<file path="config.mk">
export PLATFORM = sky130hd
export DESIGN_NAME = aq_fdsu_shift_seq
export DESIGN_NICKNAME = d
export VERILOG_FILES = /design/src/rtl/aq_fdsu_shift_seq.sv
export SDC_FILE = /design/constraint.sdc
export NUM_CORES = 1
export LEC_CHECK = 0
export ABC_AREA = 1
export CORE_ASPECT_RATIO = 0.75
export CORE_UTILIZATION = 34
export CTS_BUF_LIST = sky130_fd_sc_hd__clkbuf_4 sky130_fd_sc_hd__clkbuf_8 sky130_fd_sc_hd__clkbuf_16
export DETAILED_ROUTE_END_ITERATION = 10
export PLACE_DENSITY = 0.77
export SLEW_MARGIN = 10
export SYNTH_ARGS = -nofsm -noshare
export SYNTH_HDL_FRONTEND = slang
export SYNTH_SLANG_ARGS = --single-unit
</file>
<file path="constraint.sdc">
create_clock -name forever_cpuclk -period 1.4 [get_ports forever_cpuclk]
set_input_delay 0.28 -clock forever_cpuclk [delete_from_list [all_inputs] [get_ports forever_cpuclk]]
set_output_delay 0.28 -clock forever_cpuclk [all_outputs]
set_load 0.02 [all_outputs]
</file>
<file path="src/rtl/aq_fdsu_shift_seq.sv">
// Multi-cycle right-shift sequencer driving the shared FDSU 1..8-bit shifter.
// Optional sticky accumulation is enabled by defining AQ_FDSU_SHIFT_STICKY_EN.
module aq_fdsu_shift_seq (
    input  logic        forever_cpuclk,
    input  logic        cpurst,
    input  logic        shift_flush,
    input  logic        shift_req_vld,
    output logic        shift_req_rdy,
    input  logic [15:0] shift_req_frac,
    input  logic [4:0]  shift_req_amt,
    output logic        shift_rslt_vld,
    input  logic        shift_rslt_rdy,
    output logic [15:0] shift_rslt_frac,
    output logic        shift_rslt_sticky,
    output logic        shift_busy,
    output logic [15:0] frac_num_in,
    output logic [2:0]  frac_shift_cnt,
    input  logic [15:0] frac_shift_num
);

    typedef enum logic [1:0] {
        IDLE  = 2'd0,
        SHIFT = 2'd1,
        DONE  = 2'd2
    } state_t;

    state_t      state;
    state_t      state_nxt;
    logic [15:0] frac_q;
    logic [4:0]  rem_q;
    logic [3:0]  step;
    logic        accept;
    logic        amt_zero;
    logic        amt_big;

    // Shifts of 16 or more flush the whole fraction without using the shifter.
    assign amt_zero = (shift_req_amt == 5'd0);
    assign amt_big  = shift_req_amt[4];
    assign accept   = shift_req_rdy & shift_req_vld;
    assign step     = (rem_q > 5'd8) ? 4'd8 : rem_q[3:0];

    // ------------------------------------------------------------------
    // State register
    // ------------------------------------------------------------------
    // NOTE: sequential state uses non-blocking assignments so every flop
    // samples the pre-edge values, independent of statement order.
    always_ff @(posedge forever_cpuclk) begin
        if (cpurst) begin
            state <= IDLE;
        end else begin
            state <= state_nxt;
        end
    end

    // ------------------------------------------------------------------
    // Next-state logic
    // ------------------------------------------------------------------
    // NOTE: state_nxt gets a default before the case so no path leaves it
    // unassigned, which would otherwise infer a latch.
    always_comb begin
        state_nxt = state;
        if (shift_flush) begin
            state_nxt = IDLE;
        end else begin
            case (state)
                IDLE: begin
                    if (shift_req_vld) begin
                        state_nxt = (amt_zero || amt_big) ? DONE : SHIFT;
                    end
                end
                SHIFT: begin
                    if (rem_q <= 5'd8) begin
                        state_nxt = DONE;
                    end
                end
                DONE: begin
                    if (shift_rslt_rdy) begin
                        state_nxt = IDLE;
                    end
                end
                default: state_nxt = IDLE;
            endcase
        end
    end

    // ------------------------------------------------------------------
    // Output logic
    // ------------------------------------------------------------------
    always_comb begin
        shift_req_rdy  = 1'b0;
        shift_rslt_vld = 1'b0;
        shift_busy     = 1'b1;
        frac_num_in    = 16'd0;
        frac_shift_cnt = 3'd0;
        case (state)
            IDLE: begin
                shift_req_rdy = ~shift_flush;
                shift_busy    = 1'b0;
            end
            SHIFT: begin
                frac_num_in    = frac_q;
                // The shifter encodes its distance as 8 - cnt, so 8 wraps to 0.
                frac_shift_cnt = 3'(4'd8 - step);
            end
            DONE: begin
                shift_rslt_vld = 1'b1;
            end
            default: begin
                shift_busy = 1'b0;
            end
        endcase
    end

    // ------------------------------------------------------------------
    // Fraction and remaining-distance datapath
    // ------------------------------------------------------------------
    // NOTE: flush only redirects the FSM; frac_q keeps its value, while reset
    // clears every register so the result port reads zero afterwards.
    always_ff @(posedge forever_cpuclk) begin
        if (cpurst) begin
            frac_q <= 16'd0;
            rem_q  <= 5'd0;
        end else if (!shift_flush) begin
            case (state)
                IDLE: begin
                    if (accept) begin
                        frac_q <= amt_big ? 16'd0 : shift_req_frac;
                        if (!amt_zero && !amt_big) begin
                            rem_q <= shift_req_amt;
                        end
                    end
                end
                SHIFT: begin
                    frac_q <= frac_shift_num;
                    rem_q  <= rem_q - {1'b0, step};
                end
                default: begin
                    frac_q <= frac_q;
                    rem_q  <= rem_q;
                end
            endcase
        end
    end

    assign shift_rslt_frac = frac_q;

`ifdef AQ_FDSU_SHIFT_STICKY_EN
    logic       sticky_q;
    logic [7:0] out_mask;

    // Mask of the low 'step' bits that fall off the end in this pass.
    always_comb begin
        out_mask = 8'd0;
        for (int i = 0; i < 8; i++) begin
            out_mask[i] = (4'(i) < step);
        end
    end

    always_ff @(posedge forever_cpuclk) begin
        if (cpurst) begin
            sticky_q <= 1'b0;
        end else if (!shift_flush) begin
            case (state)
                IDLE: begin
                    if (accept) begin
                        sticky_q <= amt_big ? (|shift_req_frac) : 1'b0;
                    end
                end
                SHIFT: begin
                    sticky_q <= sticky_q | (|(frac_q[7:0] & out_mask));
                end
                default: begin
                    sticky_q <= sticky_q;
                end
            endcase
        end
    end

    assign shift_rslt_sticky = sticky_q;
`else
    assign shift_rslt_sticky = 1'b0;
`endif

endmodule

</file>
==> Yosys cells after proc, flatten, opt, wreduce, memory -nomap -nowiden <==
Cells that the tools add are included.
{ "totals": {"register_bits": 23, "input_bits": 42, "output_inout_bits": 39, "elab_cells": 45} }
{ "classes": {"addsub": 2, "n_lt_le_gt_ge": 2, "n_eq_ne": 7, "n_mux": 17, "bitwise_logic": 2, "reduce_logical": 12} }
{ "op_table": {"columns": ["operator", "n"], "rows": [
  ["16-bit two-way mux", 3],
  ["16-bit one-hot mux with 2 select lines", 1],
  ["5-bit two-way mux", 2],
  ["2-bit inequality test (second input constant)", 5],
  ["5-bit one-hot mux with 2 select lines", 1],
  ["2-bit two-way mux", 4],
  ["2-bit one-hot mux with 3 select lines", 1],
  ["3-bit AND reduction", 2],
  ["5-bit by 4-bit > comparator with 1-bit output (second input constant)", 1],
  ["5-bit by 4-bit less-or-equal comparator with 1-bit output (second input constant)", 1],
  ["5-bit zero test", 1],
  ["5-bit by 4-bit subtractor with 5-bit output", 1],
  ["4-bit two-way mux", 1],
  ["4-bit AND reduction", 1],
  ["2-bit OR reduction", 2],
  ["1-bit two-way mux", 3],
  ["3-bit two-way mux", 1],
  ["1-bit by 3-bit subtractor with 3-bit output (first input constant)", 1],
  ["2-bit by 1-bit == test with 1-bit output (second input constant)", 1],
  ["2-bit == test (second input constant)", 1],
  ["1-bit zero test", 2],
  ["2-bit zero test", 1],
  ["2-bit nonzero test", 1],
  ["1-bit bitwise AND", 1],
  ["3 further kinds", 3]
]} }

==> Longest topological paths before layout <==
Gate-level depths: netlist of run 1.
{ "logic_depth": {"word_depth": 6, "mapped_depth": 11, "mapped_depth_nobuf": 11} }

==> Worst setup path after synthesis of run 1 <==
OpenSTA, ideal clock, no wires.
{ "synth_timing": {"path_kind": "reg2out", "from": "register state[1]", "to": "output port frac_shift_cnt[2]", "arrival_ns": 1.383, "required_time_ns": 1.120, "slack_ns": -0.263, "path_stages_with_launch": 7, "path_buffers": 2, "cell_sequence": "dfxtp_1 > inv_1 > ha_1 > buf_6 > clkbuf_1 > o21ai_0 > a21oi_1"} }
{ "synth_between": {"elab_chain_cells": 2} }
{ "synth_lines": {"columns": ["item", "line", "source"], "rows": [
  ["start, declared", "27", "state_t state;"],
  ["start signal, assigned", "51", "state <= state_nxt;"],
  ["2-bit by 1-bit == test with 1-bit output", "95", "case (state)"],
  ["3-bit two-way mux", "95", null],
  ["end, declared", "17", "output logic [2:0] frac_shift_cnt,"]
]} }
Every way passes these cells.

==> Worst setup path in the final report of run 1 <==
{ "layout_timing": {"from": "register state[1]", "to": "register frac_q[15], in the netlist shift_rslt_frac[15]"} }
{ "layout_between": {"elab_chain_cells": 5, "word_cells_on_any_way": 8, "classes_between": "eq/ne (2); mux (2); bitwise (1); reduce/logical (3)"} }
{ "layout_lines": {"columns": ["item", "line", "source"], "rows": [
  ["2-bit zero test", "95, 124", null],
  ["1-bit two-way mux", "95", null],
  ["1-bit bitwise AND", "39", "assign accept = shift_req_rdy & shift_req_vld;"],
  ["2-bit inequality test (no source line)", null, null],
  ["3-bit AND reduction (no source line)", null, null],
  ["end signal, assigned", "127", "frac_q <= amt_big ? 16'd0 : shift_req_frac;"],
  ["end signal, assigned", "134", "frac_q <= frac_shift_num;"],
  ["end signal, assigned", "138", "frac_q <= frac_q;"],
  ["end, declared", "29", "logic [15:0] frac_q;"]
]} }
Parallel ways exist; a longest one is shown, timed or not.
A chain may end at the register's enable or synchronous reset.

==> results of run 1 <==
==> worst max-delay path by stage <==
stage / start / to / slack, ns / cells after the start
after CTS: rem_q[3] / frac_shift_cnt[2] / -0.40 / 8
after global routing: rem_q[0] / frac_shift_cnt[2] / -0.46 / 8
after global placement: rem_q[3] / frac_shift_cnt[1] / -0.48 / 8
after floorplan: rem_q[2] / frac_shift_cnt[1] / -0.02 / 7
after detailed placement: rem_q[3] / frac_shift_cnt[1] / -0.53 / 8
final: state[1] / shift_rslt_frac[15] / -0.45 / 8
==> power breakdown <==
part	leakage, nW	switching (mW)	internal (mW)	total (mW)
Clock	0.0262	0.216	0.223	0.439
Combinational	1.44	0.542	0.571	1.11
Sequential	0.191	0.0817	0.713	0.795
==> critical path, cell delays in order (launching register included) <==
cell,delay (ns)
dfxtp_2,0.35
inv_2,0.06
ha_4,0.18
buf_6,0.11
buf_6,0.11
bufbuf_16,0.26
buf_4,0.14
a22oi_1,0.41
a21oi_2,0.11
==> final cells by class <==
type / count / area share
Multi-Input combinational cell: 132 / 0.349
Tap cell: 52 / 0.0194
Inverter: 34 / 0.0411
Sequential cell: 23 / 0.140
Timing Repair Buffer: 134 / 0.436
Clock buffer: 4 / 0.0146
==> metrics by stage <==
stage	setup slack [ns]	instance area, um^2	hold slack (ns)	setup TNS, ns	power (mW)
global route	-0.456	3350	0.587	-14.03	2.43
global placement	-0.484	2460	0.518	-12.05	1.47
floorplan	-0.0178	1450	0.342	-0.0435	1.12
finish	-0.449	3350	0.573	-12.30	2.35
detailed placement	-0.535	2460	0.535	-13.62	1.48
CTS	-0.396	3040	0.543	-7.07	2.15
==> timing repair <==
item | CTS | global route
hold buffers | 0 | 0
endpoints found under the setup margin | 61 | 45
gates resized for setup | 228 | 69
pin swaps | 15 | 22
endpoints found under the hold margin | 0 | 0
buffers inserted | 17 | 10
cloned | 4 | 1
==> layout by cell type (no fill, tap or decap), types with 2 or more instances in the layout <==
| cell type | instances |
|---|---|
| clkdlybuf4s50_1 | 41 |
| buf_6 | 36 |
| buf_4 | 28 |
| inv_2 | 22 |
| a21oi_2 | 21 |
| nand2_4 | 19 |
| o21ai_2 | 19 |
| dfxtp_1 | 18 |
| nand2_1 | 17 |
| a22oi_1 | 15 |
| dlygate4sd2_1 | 15 |
| inv_1 | 9 |
| nand2_2 | 6 |
| buf_12 | 6 |
| nand3_1 | 5 |
| ha_4 | 5 |
| nor2_2 | 4 |
| nor2_1 | 4 |
| dfxtp_2 | 4 |
| clkbuf_8 | 3 |
| buf_16 | 3 |
| a21oi_4 | 2 |
| inv_4 | 2 |
| nor2_4 | 2 |
| o211ai_4 | 2 |
| a31oi_1 | 2 |
| conb_1 | 2 |
| buf_8 | 2 |
==> kinds of logic after synthesis <==
kind of cell,after synthesis
compound gates,66
other cells,2
fa+ha+maj,5
simple gates,59
buf+inv,45
flops,23
==> per-layer routing <==
layer	vias to the layer above	GRT usage	routed length, um
met2	117	0.508	3770
met5	-	0	0
met4	0	0.0824	286
li1	909	-	-
met1	981	0.318	2780
met3	26	0.0551	499
==> sequential cells by signal (all words and copies together) (netlist names) <==
signal and cells:
shift_rslt_frac 16, state 2, rem_q 5
==> results.cfg, run 1 <==
[setup_path]
cp.required_ns = 1.55
worstPathArrival_ns = 2.00
reg2reg_to = shift_rslt_frac[15]
reg2reg_from = state[1]
startpoint_type = flop
ff2ff_setup_slack_ns = -0.45
critical_path_peak_fanout = 6
end_kind = flop
critPathKind = flop to flop
ff2ff_path_depth = 8

[run_status]
status = finished, violations left
violations = negative setup slack

[layout]
layout.nets = 375
final_cells = 379
multi_input_area_um2 = 1170
drive_above_1_share = 0.596
n_antenna_cell = 0
final_util = 0.880
seq_area_um2 = 469
areaGrowthSynthToFinish_pct = 138
filler_cell_count = 182

[yosys]
synth-edff-count = 0
async_reset_ff_frac = 0
synth_top_area_frac = 0.327
yosysMostFrequentCell = nand2_1
syn_inst = 200
synth_warnings = 0
synthSimpleGateAreaFrac = 0.186
synth_mux_area_frac = 0
ys.flop_type = dfxtp_1
synth-xor-area-share = 0
synth-compound-area-share = 0.294
synth_top_family_by_area = compound AO/OA/AOI/OAI gates
synth-seq-area-share = 0.327
yosys.area.top_type = dfxtp_1
synthesis.area_um2 = 1410
synth_common_cells = nand2_1 (38), inv_1 (31), dfxtp_1 (23)
syn-num-nets = 247
synth_fa_ha_area_frac = 0.0444
avgSynthCellArea_um2 = 7.04
synth_cell_types = 27
ys_top_cells_by_area = dfxtp_1 (33%), nand2_1 (10%), a22oi_1 (8.5%)
ys_ff_latch = 23

[detailed_routing]
ant_nets = 0
via_per_inst = 5.36
drc = 0
drt_first_pass_iters = 4
vias = 2033
wl_mm = 7.33
drt_iter0_drc = 137
avgRoutedWirePerCell_um = 19.3

[hold_path]
hold_path.startpoint = shift_rslt_frac[12]
min_path_type = flop to flop
whs_endpoint = shift_rslt_frac[12]
hold_depth = 2

[clock_tree]
htreeDepth = 1
cts_buffers = 3
cts_root_buffer = clkbuf_8
clock_sinks = 23
cts.path.max_buffers = 2
insertion_delay_ns = 0.27
clk_pin_slew_ns = 0.08
cts_tree = done

[floorplan]
fp.dieW_um = 76.3
boundaryPins = 81
die-area_um2 = 4400
rows = 19
die_h_um = 57.7
core_um2 = 3800
initial_core_util = 0.370

[power]
ir_drop_v = 0.000623
powerDensity_nw_per_um2 = 701
p_leak_nw = 1.66

[sta]
setup_slack_ns = -0.449
finClkSkew_ns = 0.00417
post-route-min-period_ns = 1.85
fin_crit_sh = 1.32
rsz0062_at_grt = yes
slew_violations = 0
fmax_mhz = 541
finalSetupViolations = 44
hold_viol = 0

[placement]
place_congestion = 0.857
dp.cells = 347
place_hpwl_mm = 3.32
port_buffers = 79

[grt]
gr-usage-all-layers = 0.272
grt_overflow_total = 0
first_global_vias = 2000
grt_antenna_before_repair = 0
grt_pass1_wl_mm = 9.44
grt_max_degree = 13

[run]
drv_cap = 0
(Power assumes the default switching activity.)
==> run 2, diff against run 1 <==
--- a/config.mk
+++ b/config.mk
@@ -5,12 +5,13 @@
 export SDC_FILE = /design/constraint.sdc
 export NUM_CORES = 1
 export LEC_CHECK = 0
-export ABC_AREA = 1
+export ABC_AREA = 0
 export CORE_ASPECT_RATIO = 0.75
-export CORE_UTILIZATION = 34
+export CORE_UTILIZATION = 35
 export CTS_BUF_LIST = sky130_fd_sc_hd__clkbuf_4 sky130_fd_sc_hd__clkbuf_8 sky130_fd_sc_hd__clkbuf_16
+export CTS_CLUSTER_DIAMETER = 200
 export DETAILED_ROUTE_END_ITERATION = 10
-export PLACE_DENSITY = 0.77
+export PLACE_DENSITY = 0.78
 export SLEW_MARGIN = 10
 export SYNTH_ARGS = -nofsm -noshare
 export SYNTH_HDL_FRONTEND = slang
==> results.cfg, run 2 <==
[run_status]
status = finished, violations left
violations = negative setup slack

[power]
ir_drop_v = 0.000622
power_mw = 2.10
p_leak_nw = 1.38
powerDensity_nw_per_um2 = 641

[floorplan]
boundaryPins = 81
die-area_um2 = 4410
rows = 19
die_h_um = 57.8
fp.dieW_um = 76.4
initial_core_util = 0.382
core_um2 = 3800

[sta]
post-route-min-period_ns = 1.79
hold_viol = 0
finalSetupViolations = 45
finClkSkew_ns = 0.00958
slew_violations = 0
setup_slack_ns = -0.387
rsz0062_at_grt = yes
fin_crit_sh = 1.28
fmax_mhz = 560

[setup_path]
cp_top_family = buffers and inverters
critical_path_peak_fanout = 16
ff2ff_path_depth = 9
reg2reg_from = state[0]
startpoint_type = flop
worstPathArrival_ns = 1.93
cp.required_ns = 1.55
end_kind = flop
crit_chain = buf_6, inv_4, ha_4, buf_6, nand2b_4, a21oi_4, buf_4, buf_16, a211oi_2
cpPeakStageDelay_ns = 0.38
critPathKind = flop to flop
cp_common_cell = buf_6
critPathSlowestCell = dfxtp_4
ff2ff_setup_slack_ns = -0.39
reg2reg_to = shift_rslt_frac[7]
path_buf_inv = 5

[hold_path]
min_path_type = input pin to flop
whs_endpoint = rem_q[3]
hold_depth = 3
hold_path.startpoint = shift_req_amt[3]

[grt]
busiest_layer = met2
grt_pass1_wl_mm = 9.69
gr-usage-all-layers = 0.282
use_met3 = 0.0598
first_global_vias = 1925
grt_max_degree = 17
grtUsageMet1 = 0.339
grt_overflow_total = 0
grt_antenna_before_repair = 0
grt_use_met2 = 0.530

[placement]
port_buffers = 79
place_hpwl_mm = 3.14
place_congestion = 0.874

[yosys]
synth_common_cells = dfxtp_1 (23), nor2_1 (22), a211oi_1 (17), and2_1 (17), a22oi_1 (16)
synth_top_area_frac = 0.317
syn-num-nets = 223
synthesis.area_um2 = 1450
synth-seq-area-share = 0.317
ys_top_cells_by_area = dfxtp_1 (32%), a211oi_1 (8.8%), a22oi_1 (8.3%)
yosysMostFrequentCell = dfxtp_1
synth_cell_types = 39
syn_inst = 176
ys_ff_latch = 23
yosys.area.top_type = dfxtp_1
synth_warnings = 0
ys.flop_type = dfxtp_1
avgSynthCellArea_um2 = 8.25
synth-edff-count = 0
async_reset_ff_frac = 0

[layout]
largest_reg_flops = 16
final_cell_mix = clkdlybuf4s50_1 (36), buf_4 (34), buf_6 (33)
multi_input_area_um2 = 1340
areaGrowthSynthToFinish_pct = 125
final_util = 0.861
layout.nets = 345
n_antenna_cell = 0
filler_cell_count = 188
drive_above_1_share = 0.566
seq_area_um2 = 468
layout_commonest_cell = clkdlybuf4s50_1

[clock_tree]
clk_pin_slew_ns = 0.09
cts_root_buffer = clkbuf_8
cts_tree = done
clock_sinks = 23
cts_hold_buffers = 0
cts.path.max_buffers = 2
cts_buffers = 3
htreeDepth = 1
insertion_delay_ns = 0.27

[run]
drv_cap = 0

[detailed_routing]
drt_iter0_drc = 113
ant_nets = 0
drt_first_pass_iters = 4
via_per_inst = 5.49
drc = 0
wl_mm = 6.75
vias = 1917
avgRoutedWirePerCell_um = 19.3
[run 2: cell types whose count changed after synthesis, moves of 5 or more]
cell / change
nand2_1: -35
inv_1: -27
a211oi_1: +17
and2_1: +17
a21oi_1: -13
nor2_1: +13
o21ai_1: -9
o21ai_0: -8
clkbuf_1: +7
nand3_1: -5
nor2b_1: +5
[run 2: area by class of cell]
cell class / count / area share
inverter: 4 / 0.00611
tap: 52 / 0.0199
sequential: 23 / 0.143
clock buffer: 4 / 0.0149
timing repair buffer: 132 / 0.407
multi-input combinational: 134 / 0.409
[run 2: stage by stage]
step                setup WS [ns]  std cells  hold slack, ns  area, um^2  setup TNS [ns]
global placement           -0.440        318           0.496        2540          -16.32
floorplan                 -0.0726        176           0.436        1580          -0.100
CTS                        -0.325        344           0.522        3130          -10.28
detailed placement         -0.490        318           0.502        2540          -17.07
global route               -0.429        349           0.539        3280          -15.20
finish                     -0.387        349           0.531        3280          -13.18
[run 2: worst reg2reg max path, stage by stage (launching register included)]
cell	delay (ns)
dfxtp_4	0.38
buf_6	0.11
inv_4	0.04
ha_4	0.15
buf_6	0.13
nand2b_4	0.16
a21oi_4	0.23
buf_4	0.19
buf_16	0.17
a211oi_2	0.11
[run 2: timing repair]
item	in CTS	in global routing
setup buffers	19	10
cloned	3	0
endpoints found under the hold margin	0	0
resized for setup	228	51
pin swaps	41	7
setup endpoints to repair	61	45
[run 2: worst max path at each step]
stage / end / startpoint / slack [ns] / depth (start not counted)
2_1_floorplan: frac_shift_cnt[2] / rem_q[4] / -0.07 / 6
3_3_place_gp: frac_shift_cnt[0] / state[1] / -0.44 / 4
3_5_place_dp: rem_q[2] / shift_req_amt[0] / -0.49 / 5
4_1_cts: frac_shift_cnt[2] / rem_q[3] / -0.32 / 6
5_1_grt: shift_rslt_frac[7] / state[0] / -0.43 / 9
6_report: shift_rslt_frac[7] / state[0] / -0.39 / 9
[run 2: where the power goes]
part / total (mW) / internal (mW) / switching [mW] / leakage, nW
clock network: 0.450 / 0.223 / 0.226 / 0.0262
registers: 0.762 / 0.702 / 0.0604 / 0.191
logic: 0.887 / 0.461 / 0.426 / 1.16
[run 2: routing by layer]
metal	vias to the layer above	routed length [um]	part of all wire
li1	885	-	-
met1	935	2750	0.41
met2	87	3520	0.52
met3	10	388	0.057
met4	0	93	0.014
met5	-	0	0
[run 2: logic make-up (layout without fill, tap and decap cells)]
logic type / Yosys count / count (layout) / share of synthesized area
buffers and inverters: 19 / 140 / 0.0551
AOI/OAI and AO/OA: 61 / 61 / 0.317
adders and majority gates: 5 / 5 / 0.0431
DFF: 23 / 23 / 0.317
muxes: 2 / 2 / 0.0138
other: 2 / 2 / 0.00517
and+or+nand+nor: 64 / 64 / 0.249
==> run 3, diff against run 2 <==
--- a/config.mk
+++ b/config.mk
@@ -6,6 +6,7 @@
 export NUM_CORES = 1
 export LEC_CHECK = 0
 export ABC_AREA = 0
+export CAP_MARGIN = 20
 export CORE_ASPECT_RATIO = 0.75
 export CORE_UTILIZATION = 35
 export CTS_BUF_LIST = sky130_fd_sc_hd__clkbuf_4 sky130_fd_sc_hd__clkbuf_8 sky130_fd_sc_hd__clkbuf_16
==> results of run 3 <==
Same layout as run 2: the final DEF is identical, and so are final timing and power.
